### src/rtl/systolic_ctrl_if.sv
// Job request / array control bundle between a job issuer and systolic_ctrl.
//   master : issuer side  (drives start, mode_cfg, k_len; observes the rest)
//   slave  : controller side (drives op_sig, wgt_row, feed_*, drain_*, busy, done)
// Optional: SYSTOLIC_CTRL_PERF_EN adds perf_cycles[31:0] (controller-driven).
interface systolic_ctrl_if #(
  parameter int unsigned ARRAY_DIM = 8,
  parameter int unsigned K_WIDTH   = 16
);
  localparam int unsigned ROW_W = (ARRAY_DIM > 1) ? $clog2(ARRAY_DIM) : 1;

  logic                   start;
  logic                   mode_cfg;
  logic [K_WIDTH-1:0]     k_len;
  logic [3*ARRAY_DIM-1:0] op_sig;
  logic [ROW_W-1:0]       wgt_row;
  logic                   feed_en;
  logic [K_WIDTH-1:0]     feed_idx;
  logic                   drain_valid;
  logic [ROW_W-1:0]       drain_row;
  logic                   busy;
  logic                   done;

`ifdef SYSTOLIC_CTRL_PERF_EN
  logic [31:0]            perf_cycles;

  modport master (
    output start, mode_cfg, k_len,
    input  op_sig, wgt_row, feed_en, feed_idx, drain_valid, drain_row, busy, done,
    input  perf_cycles
  );
  modport slave (
    input  start, mode_cfg, k_len,
    output op_sig, wgt_row, feed_en, feed_idx, drain_valid, drain_row, busy, done,
    output perf_cycles
  );
`else
  modport master (
    output start, mode_cfg, k_len,
    input  op_sig, wgt_row, feed_en, feed_idx, drain_valid, drain_row, busy, done
  );
  modport slave (
    input  start, mode_cfg, k_len,
    output op_sig, wgt_row, feed_en, feed_idx, drain_valid, drain_row, busy, done
  );
`endif
endinterface

### src/rtl/systolic_ctrl.sv
// Sequencer for an ARRAY_DIM x ARRAY_DIM systolic PE grid: weight preload (WS),
// compute with skew fill/flush, output-stationary drain (OS), completion pulse.
// Ports: clk, reset (async, active-high), bus (systolic_ctrl_if.slave):
//   start/mode_cfg/k_len in; op_sig (per-row {mode,os_drain,wgt_load}), wgt_row,
//   feed_en/feed_idx, drain_valid/drain_row, busy, done out. All outputs registered.
// Optional: define SYSTOLIC_CTRL_PERF_EN for the perf_cycles busy-cycle counter.
module systolic_ctrl #(
  parameter int unsigned ARRAY_DIM = 8,
  parameter int unsigned K_WIDTH   = 16
) (
  input logic            clk,
  input logic            reset,
  systolic_ctrl_if.slave bus
);
  localparam int unsigned ROW_W = (ARRAY_DIM > 1) ? $clog2(ARRAY_DIM) : 1;
  localparam int unsigned CNT_W = K_WIDTH + 1;
  localparam int unsigned OP_W  = 3 * ARRAY_DIM;
  localparam logic [CNT_W-1:0] ROW_LAST = CNT_W'(ARRAY_DIM - 1);
  localparam logic [CNT_W-1:0] SKEW     = CNT_W'(2 * (ARRAY_DIM - 1));

  typedef enum logic [2:0] {S_IDLE, S_LOAD_WGT, S_COMPUTE, S_DRAIN, S_DONE} state_t;

  state_t             state_q, state_nxt;
  logic [CNT_W-1:0]   cnt_q, cnt_nxt;
  logic               mode_q, mode_nxt;
  logic [K_WIDTH-1:0] k_q, k_nxt;
  logic [CNT_W-1:0]   compute_last;

  logic [OP_W-1:0]    op_q, op_d;
  logic [ROW_W-1:0]   wgt_row_q, wgt_row_d;
  logic               feed_en_q, feed_en_d;
  logic [K_WIDTH-1:0] feed_idx_q, feed_idx_d;
  logic               drain_valid_q, drain_valid_d;
  logic [ROW_W-1:0]   drain_row_q, drain_row_d;
  logic               busy_q, busy_d;
  logic               done_q, done_d;

  // Last COMPUTE cycle index; k_len > 0 whenever COMPUTE is entered.
  assign compute_last = {1'b0, k_q} + SKEW - CNT_W'(1);

  // State register with per-state cycle counter and latched job parameters.
  always_ff @(posedge clk or posedge reset) begin
    if (reset) begin
      state_q <= S_IDLE;
      cnt_q   <= '0;
      mode_q  <= 1'b0;
      k_q     <= '0;
    end else begin
      state_q <= state_nxt;
      cnt_q   <= cnt_nxt;
      mode_q  <= mode_nxt;
      k_q     <= k_nxt;
    end
  end

  // Next-state logic.
  always_comb begin
    state_nxt = state_q;
    cnt_nxt   = cnt_q + CNT_W'(1);
    mode_nxt  = mode_q;
    k_nxt     = k_q;
    case (state_q)
      S_IDLE: begin
        cnt_nxt = '0;
        if (bus.start) begin
          mode_nxt = bus.mode_cfg;
          k_nxt    = bus.k_len;
          if (bus.k_len == '0)    state_nxt = S_DONE;
          else if (!bus.mode_cfg) state_nxt = S_LOAD_WGT;
          else                    state_nxt = S_COMPUTE;
        end
      end
      S_LOAD_WGT: if (cnt_q == ROW_LAST) begin
        state_nxt = S_COMPUTE;
        cnt_nxt   = '0;
      end
      S_COMPUTE: if (cnt_q == compute_last) begin
        state_nxt = mode_q ? S_DRAIN : S_DONE;
        cnt_nxt   = '0;
      end
      S_DRAIN: if (cnt_q == ROW_LAST) begin
        state_nxt = S_DONE;
        cnt_nxt   = '0;
      end
      default: begin
        state_nxt = S_IDLE;
        cnt_nxt   = '0;
      end
    endcase
  end

  // Output decode from the upcoming state so registered outputs line up with it.
  always_comb begin
    op_d          = '0;
    wgt_row_d     = '0;
    feed_en_d     = 1'b0;
    feed_idx_d    = feed_idx_q;
    drain_valid_d = 1'b0;
    drain_row_d   = '0;
    busy_d        = (state_nxt != S_IDLE);
    done_d        = (state_nxt == S_DONE);
    case (state_nxt)
      S_LOAD_WGT: begin
        wgt_row_d = cnt_nxt[ROW_W-1:0];
        for (int unsigned r = 0; r < ARRAY_DIM; r++)
          if (CNT_W'(r) == cnt_nxt) op_d[3*r +: 3] = 3'b001;
      end
      S_COMPUTE: begin
        for (int unsigned r = 0; r < ARRAY_DIM; r++) op_d[3*r +: 3] = {mode_nxt, 2'b00};
        if (cnt_nxt < {1'b0, k_nxt}) begin
          feed_en_d  = 1'b1;
          feed_idx_d = cnt_nxt[K_WIDTH-1:0];
        end
      end
      S_DRAIN: begin
        for (int unsigned r = 0; r < ARRAY_DIM; r++) op_d[3*r +: 3] = 3'b110;
        drain_valid_d = 1'b1;
        // Bottom row leaves first.
        drain_row_d   = ROW_W'(ARRAY_DIM - 1) - cnt_nxt[ROW_W-1:0];
      end
      default: ;
    endcase
  end

  // Output registers.
  always_ff @(posedge clk or posedge reset) begin
    if (reset) begin
      op_q          <= '0;
      wgt_row_q     <= '0;
      feed_en_q     <= 1'b0;
      feed_idx_q    <= '0;
      drain_valid_q <= 1'b0;
      drain_row_q   <= '0;
      busy_q        <= 1'b0;
      done_q        <= 1'b0;
    end else begin
      op_q          <= op_d;
      wgt_row_q     <= wgt_row_d;
      feed_en_q     <= feed_en_d;
      feed_idx_q    <= feed_idx_d;
      drain_valid_q <= drain_valid_d;
      drain_row_q   <= drain_row_d;
      busy_q        <= busy_d;
      done_q        <= done_d;
    end
  end

  assign bus.op_sig      = op_q;
  assign bus.wgt_row     = wgt_row_q;
  assign bus.feed_en     = feed_en_q;
  assign bus.feed_idx    = feed_idx_q;
  assign bus.drain_valid = drain_valid_q;
  assign bus.drain_row   = drain_row_q;
  assign bus.busy        = busy_q;
  assign bus.done        = done_q;

`ifdef SYSTOLIC_CTRL_PERF_EN
  logic [31:0] perf_q, perf_d;

  // Restart at 1 on launch (first busy cycle), saturating count while busy, hold otherwise.
  always_comb begin
    perf_d = perf_q;
    if (state_q == S_IDLE && state_nxt != S_IDLE) perf_d = 32'd1;
    else if (state_nxt != S_IDLE && perf_q != 32'hFFFF_FFFF) perf_d = perf_q + 32'd1;
  end

  always_ff @(posedge clk or posedge reset) begin
    if (reset) perf_q <= '0;
    else       perf_q <= perf_d;
  end

  assign bus.perf_cycles = perf_q;
`endif
endmodule

### src/flat_wrapper.sv
// flat-port wrapper written by rule: the top's interface ports become plain ports
module systolic_ctrl_flat 
#(
  parameter int unsigned ARRAY_DIM = 8,
  parameter int unsigned K_WIDTH   = 16
)
  (clk, reset, bus_start, bus_mode_cfg, bus_k_len, bus_op_sig, bus_wgt_row, bus_feed_en, bus_feed_idx, bus_drain_valid, bus_drain_row, bus_busy, bus_done);
  systolic_ctrl_if #(.ARRAY_DIM(ARRAY_DIM), .K_WIDTH(K_WIDTH)) bus_i ();
  input logic clk;
  input logic reset;
  input wire logic [$bits(bus_i.start)-1:0] bus_start;
  input wire logic [$bits(bus_i.mode_cfg)-1:0] bus_mode_cfg;
  input wire logic [$bits(bus_i.k_len)-1:0] bus_k_len;
  output wire logic [$bits(bus_i.op_sig)-1:0] bus_op_sig;
  output wire logic [$bits(bus_i.wgt_row)-1:0] bus_wgt_row;
  output wire logic [$bits(bus_i.feed_en)-1:0] bus_feed_en;
  output wire logic [$bits(bus_i.feed_idx)-1:0] bus_feed_idx;
  output wire logic [$bits(bus_i.drain_valid)-1:0] bus_drain_valid;
  output wire logic [$bits(bus_i.drain_row)-1:0] bus_drain_row;
  output wire logic [$bits(bus_i.busy)-1:0] bus_busy;
  output wire logic [$bits(bus_i.done)-1:0] bus_done;
  assign bus_i.start = bus_start;
  assign bus_i.mode_cfg = bus_mode_cfg;
  assign bus_i.k_len = bus_k_len;
  assign bus_op_sig = bus_i.op_sig;
  assign bus_wgt_row = bus_i.wgt_row;
  assign bus_feed_en = bus_i.feed_en;
  assign bus_feed_idx = bus_i.feed_idx;
  assign bus_drain_valid = bus_i.drain_valid;
  assign bus_drain_row = bus_i.drain_row;
  assign bus_busy = bus_i.busy;
  assign bus_done = bus_i.done;
  systolic_ctrl #(.ARRAY_DIM(ARRAY_DIM), .K_WIDTH(K_WIDTH)) u_core (.clk(clk), .reset(reset), .bus(bus_i));
endmodule
### config.mk
export PLATFORM = sky130hd
export DESIGN_NAME = systolic_ctrl_flat
export DESIGN_NICKNAME = d
export VERILOG_FILES = /design/src/rtl/systolic_ctrl_if.sv /design/src/rtl/systolic_ctrl.sv /design/src/flat_wrapper.sv
export SDC_FILE = /design/constraint.sdc
export NUM_CORES = 1
export LEC_CHECK = 0
export BUFFER_PORTS_ARGS = -buffer_cell sky130_fd_sc_hd__buf_2
export CAP_MARGIN = 20
export CORE_ASPECT_RATIO = 1.2
export CORE_MARGIN = 2
export CORE_UTILIZATION = 30
export CTS_CLUSTER_SIZE = 30
export DETAILED_ROUTE_END_ITERATION = 10
export GPL_TIMING_DRIVEN = 0
export SYNTH_ARGS = -nofsm -noshare
export SYNTH_HDL_FRONTEND = slang
export SYNTH_SLANG_ARGS = --single-unit
### constraint.sdc
create_clock -name clk -period 5.5 [get_ports clk]
set_input_delay 1.1 -clock clk [delete_from_list [all_inputs] [get_ports clk]]
set_output_delay 1.1 -clock clk [all_outputs]
set_load 0.02 [all_outputs]
==> impl_metrics.csv <==
group,metric,value,unit
status,status,"finished, final reports clean",
final_layout,fin_cells,700,
die,core_area,14400,um^2
clocking,cts_sinks,73,
sta,grt_setup_unrepaired,"false",
power,p_leak,0.00252,uW
die,die_w,115,um
die,die_area,15800,um^2
detailed_routing,first_pass_iters,4,
detailed_routing,wl_per_cell,16.9,um
clocking,cts-buffers-inserted,9,
die,fp.dieH,137,um
final_layout,final_common_cell,"buf_2",
grt,grt_pass1_vias,3573,
logic_synthesis,ys_types,67,
logic_synthesis,avgSynthCellArea,10.1,um^2
final_layout,final_cell_area,5330,um^2
sta,min_period_over_period,95.2,%
final_layout,nNetsFinal,557,
detailed_routing,route.vias.total,3532,
logic_synthesis,ys_warn_count,0,
placement,port_buffers,69,
worst_setup_path,critPathArrivalTime,5.45,ns
clocking,ctsHtreeMaxLevel,3,
logic_synthesis,synth_edf_count,0,
detailed_routing,ant_nets,0,
logic_synthesis,synthArstFlopShare,100,%
grt,gr-total-overflow,0,
final_layout,num-fill-cells,1448,
placement,post_dp_cell_area,4990,um^2
logic_synthesis,synth_top_area_share,41.3,%
sta,fin_skew,0.00837,ns
grt,grt_pass1_wl,19000,um
clocking,clkLatencyLatePin,0.34,ns
worst_setup_path,critPathMaxFanout,10,
detailed_routing,routed_wl,11800,um
worst_setup_path,worstPathRequired,5.72,ns
clocking,clk_pin_slew,0.06,ns
sta,tns,0,ns
sta,max_freq,191,MHz
final_layout,antenna_cells,0,
flow_run,drv_cap,0,
die,rows,48,
clocking,cts_root_buf,"clkbuf_16",
worst_setup_path,cp-start-kind,"register",
sta,finalSetupViolCount,0,
grt,grt_max_degree,74,
clocking,ctsHoldBuffers,0,
final_layout,area_delta_synth_final,20.4,%
grt,antenna_found_initial,0,
die,initial_core_util,30.7,%
detailed_routing,drcViolationCount,0,
sta,slew_headroom,40.1,%
logic_synthesis,synth_ff_type,"dfrtp_1",
placement,placed_cells,682,
logic_synthesis,ys_ff_latch,73,
detailed_routing,drt-initial-drc-count,237,
final_layout,drive_above_1_share,29.0,%
logic_synthesis,yosysTopAreaCell,"dfrtp_1",
sta,hold_violations,0,
detailed_routing,viasPerCell,5.05,
final_layout,fin_util,37.0,%
clocking,cts_tree,"done",
min_path,hold_class,"register to register",
sta,worst-slew-pin-transition,0.898,ns
logic_synthesis,netlist_area,4430,um^2
worst_setup_path,end_kind,"register",
power,p_per_area,532,nW/um^2
final_layout,multi_input_area,2290,um^2
sta,period_needed,5.24,ns
placement,gp_congestion,0.908,
logic_synthesis,ys_top_cells_by_area,"dfrtp_1, xnor2_1, ha_1, mux2i_1, nor2_1",
clocking,clk_path_buf_depth,2,
logic_synthesis,seq_area_frac_synth,41.3,%
placement,hpwl,9030,um
grt,grt_usage,15.7,%
logic_synthesis,syn-num-nets,475,
die,ioPinCount,70,
final_layout,final_cell_mix,"buf_2, dfrtp_1, nor2_1, inv_1, xnor2_1",
worst_setup_path,crit_type,"register to register",
sta,slew_violations,0,
final_layout,regArea,1830,um^2
power,vdd_drop_max,0.147,mV
sta,hold_slack,0.505,ns
logic_synthesis,syn_inst,438,
==> layer usage <==
layer / GRT usage [%] / vias up / share of wire (%)
met2: 27.2 / 107 / 50
met5: 0 / - / 0
met1: 19.5 / 1700 / 42
met3: 3.14 / 17 / 5.5
met4: 5.22 / 0 / 2.4
li1: - / 1708 / -
==> synthesized netlist by cell type, types with 10 or more instances <==
cell type	n
buf_4	16
mux2i_1	17
nand3_1	12
ha_1	17
nor4_1	14
nor3_1	12
o21ai_0	13
xor2_1	12
inv_1	36
nor2_1	40
dfrtp_1	73
nand2_1	20
nand4_1	10
xnor2_1	28
==> critical path, cell delays in order (launching register included) <==
cell	delay (ns)
dfrtp_1	0.49
ha_2	0.31
nor3_4	0.07
buf_4	0.16
nor4_1	0.40
mux2i_1	0.16
and4bb_2	0.36
nand3_2	0.11
a21oi_2	0.26
buf_4	0.22
buf_4	0.21
nor2_1	0.10
ha_1	0.30
o21a_1	0.12
o21ai_0	0.07
a21oi_1	0.22
o2111ai_2	0.18
nor4_2	0.37
nand4b_1	0.21
o2111ai_4	0.24
buf_6	0.24
mux2_4	0.31
==> cell families after synthesis <==
family | share of synthesized area (%)
adder cells (fa/ha/maj) | 4.80
AND/OR/NAND/NOR | 19.5
multiplexers | 8.34
flip-flops | 41.3
AO/OA/AOI/OAI | 10.5
XOR/XNOR | 7.91
buffers and inverters | 7.66
==> stage by stage <==
step,total power [uW],setup slack [ns]
floorplan,1840,0.948
global placement,2170,0.0566
detailed placement,2220,0.0715
CTS,2820,0.00954
global route,3040,0.00648
finish,2830,0.263
==> path summary, 6_finish.rpt <==
path,start,end,slack [ns],depth (start not counted)
max,u_core.k_q[0]$_DFF_PP0_,u_core.bus.feed_idx[7]$_DFFE_PP0P_,0.26,21
min reg2reg,u_core.bus.feed_idx[14]$_DFFE_PP0P_,u_core.bus.feed_idx[14]$_DFFE_PP0P_,0.50,1
min in group asynchronous,reset,u_core.cnt_q[13]$_DFF_PP0_,0.95,2
max reg2reg,u_core.k_q[0]$_DFF_PP0_,u_core.bus.feed_idx[7]$_DFFE_PP0P_,0.26,21
min,u_core.bus.feed_idx[14]$_DFFE_PP0P_,u_core.bus.feed_idx[14]$_DFFE_PP0P_,0.50,1
max in group asynchronous,reset,u_core.k_q[11]$_DFF_PP0_,3.95,2
==> report_power, final <==
part	switching, uW	total (uW)	internal (uW)
logic	833	1410	572
clock network	230	583	353
registers	168	846	677
==> registers in the layout, indices dropped and copies added, names as in the netlist <==
signal,flops
u_core.k_q,16
u_core.bus.feed_en,1
u_core.bus.busy,1
u_core.bus.feed_idx,16
u_core.bus.op_sig,10
u_core.bus.drain_valid,1
u_core.mode_q,1
u_core.cnt_q,17
u_core.bus.drain_row,3
u_core.bus.done,1
u_core.state_q,3
u_core.bus.wgt_row,3
==> area by class of cell <==
class / count / share of cell area (%)
inverters: 36 / 2.58
clock buffers: 10 / 4.29
plain buffers: 31 / 3.83
clock inverters: 6 / 1.27
flip-flops and latches: 73 / 34.3
repair buffers: 71 / 6.76
well taps: 175 / 4.11
multi-input cells: 298 / 42.9
==> timing repair <==
| action | in CTS | in global routing |
|---|---|---|
| buffers inserted | 0 | 2 |
| setup endpoints to repair | 0 | 17 |
| gates resized for setup | 0 | 5 |
Power figures use the tool's default switching activity.
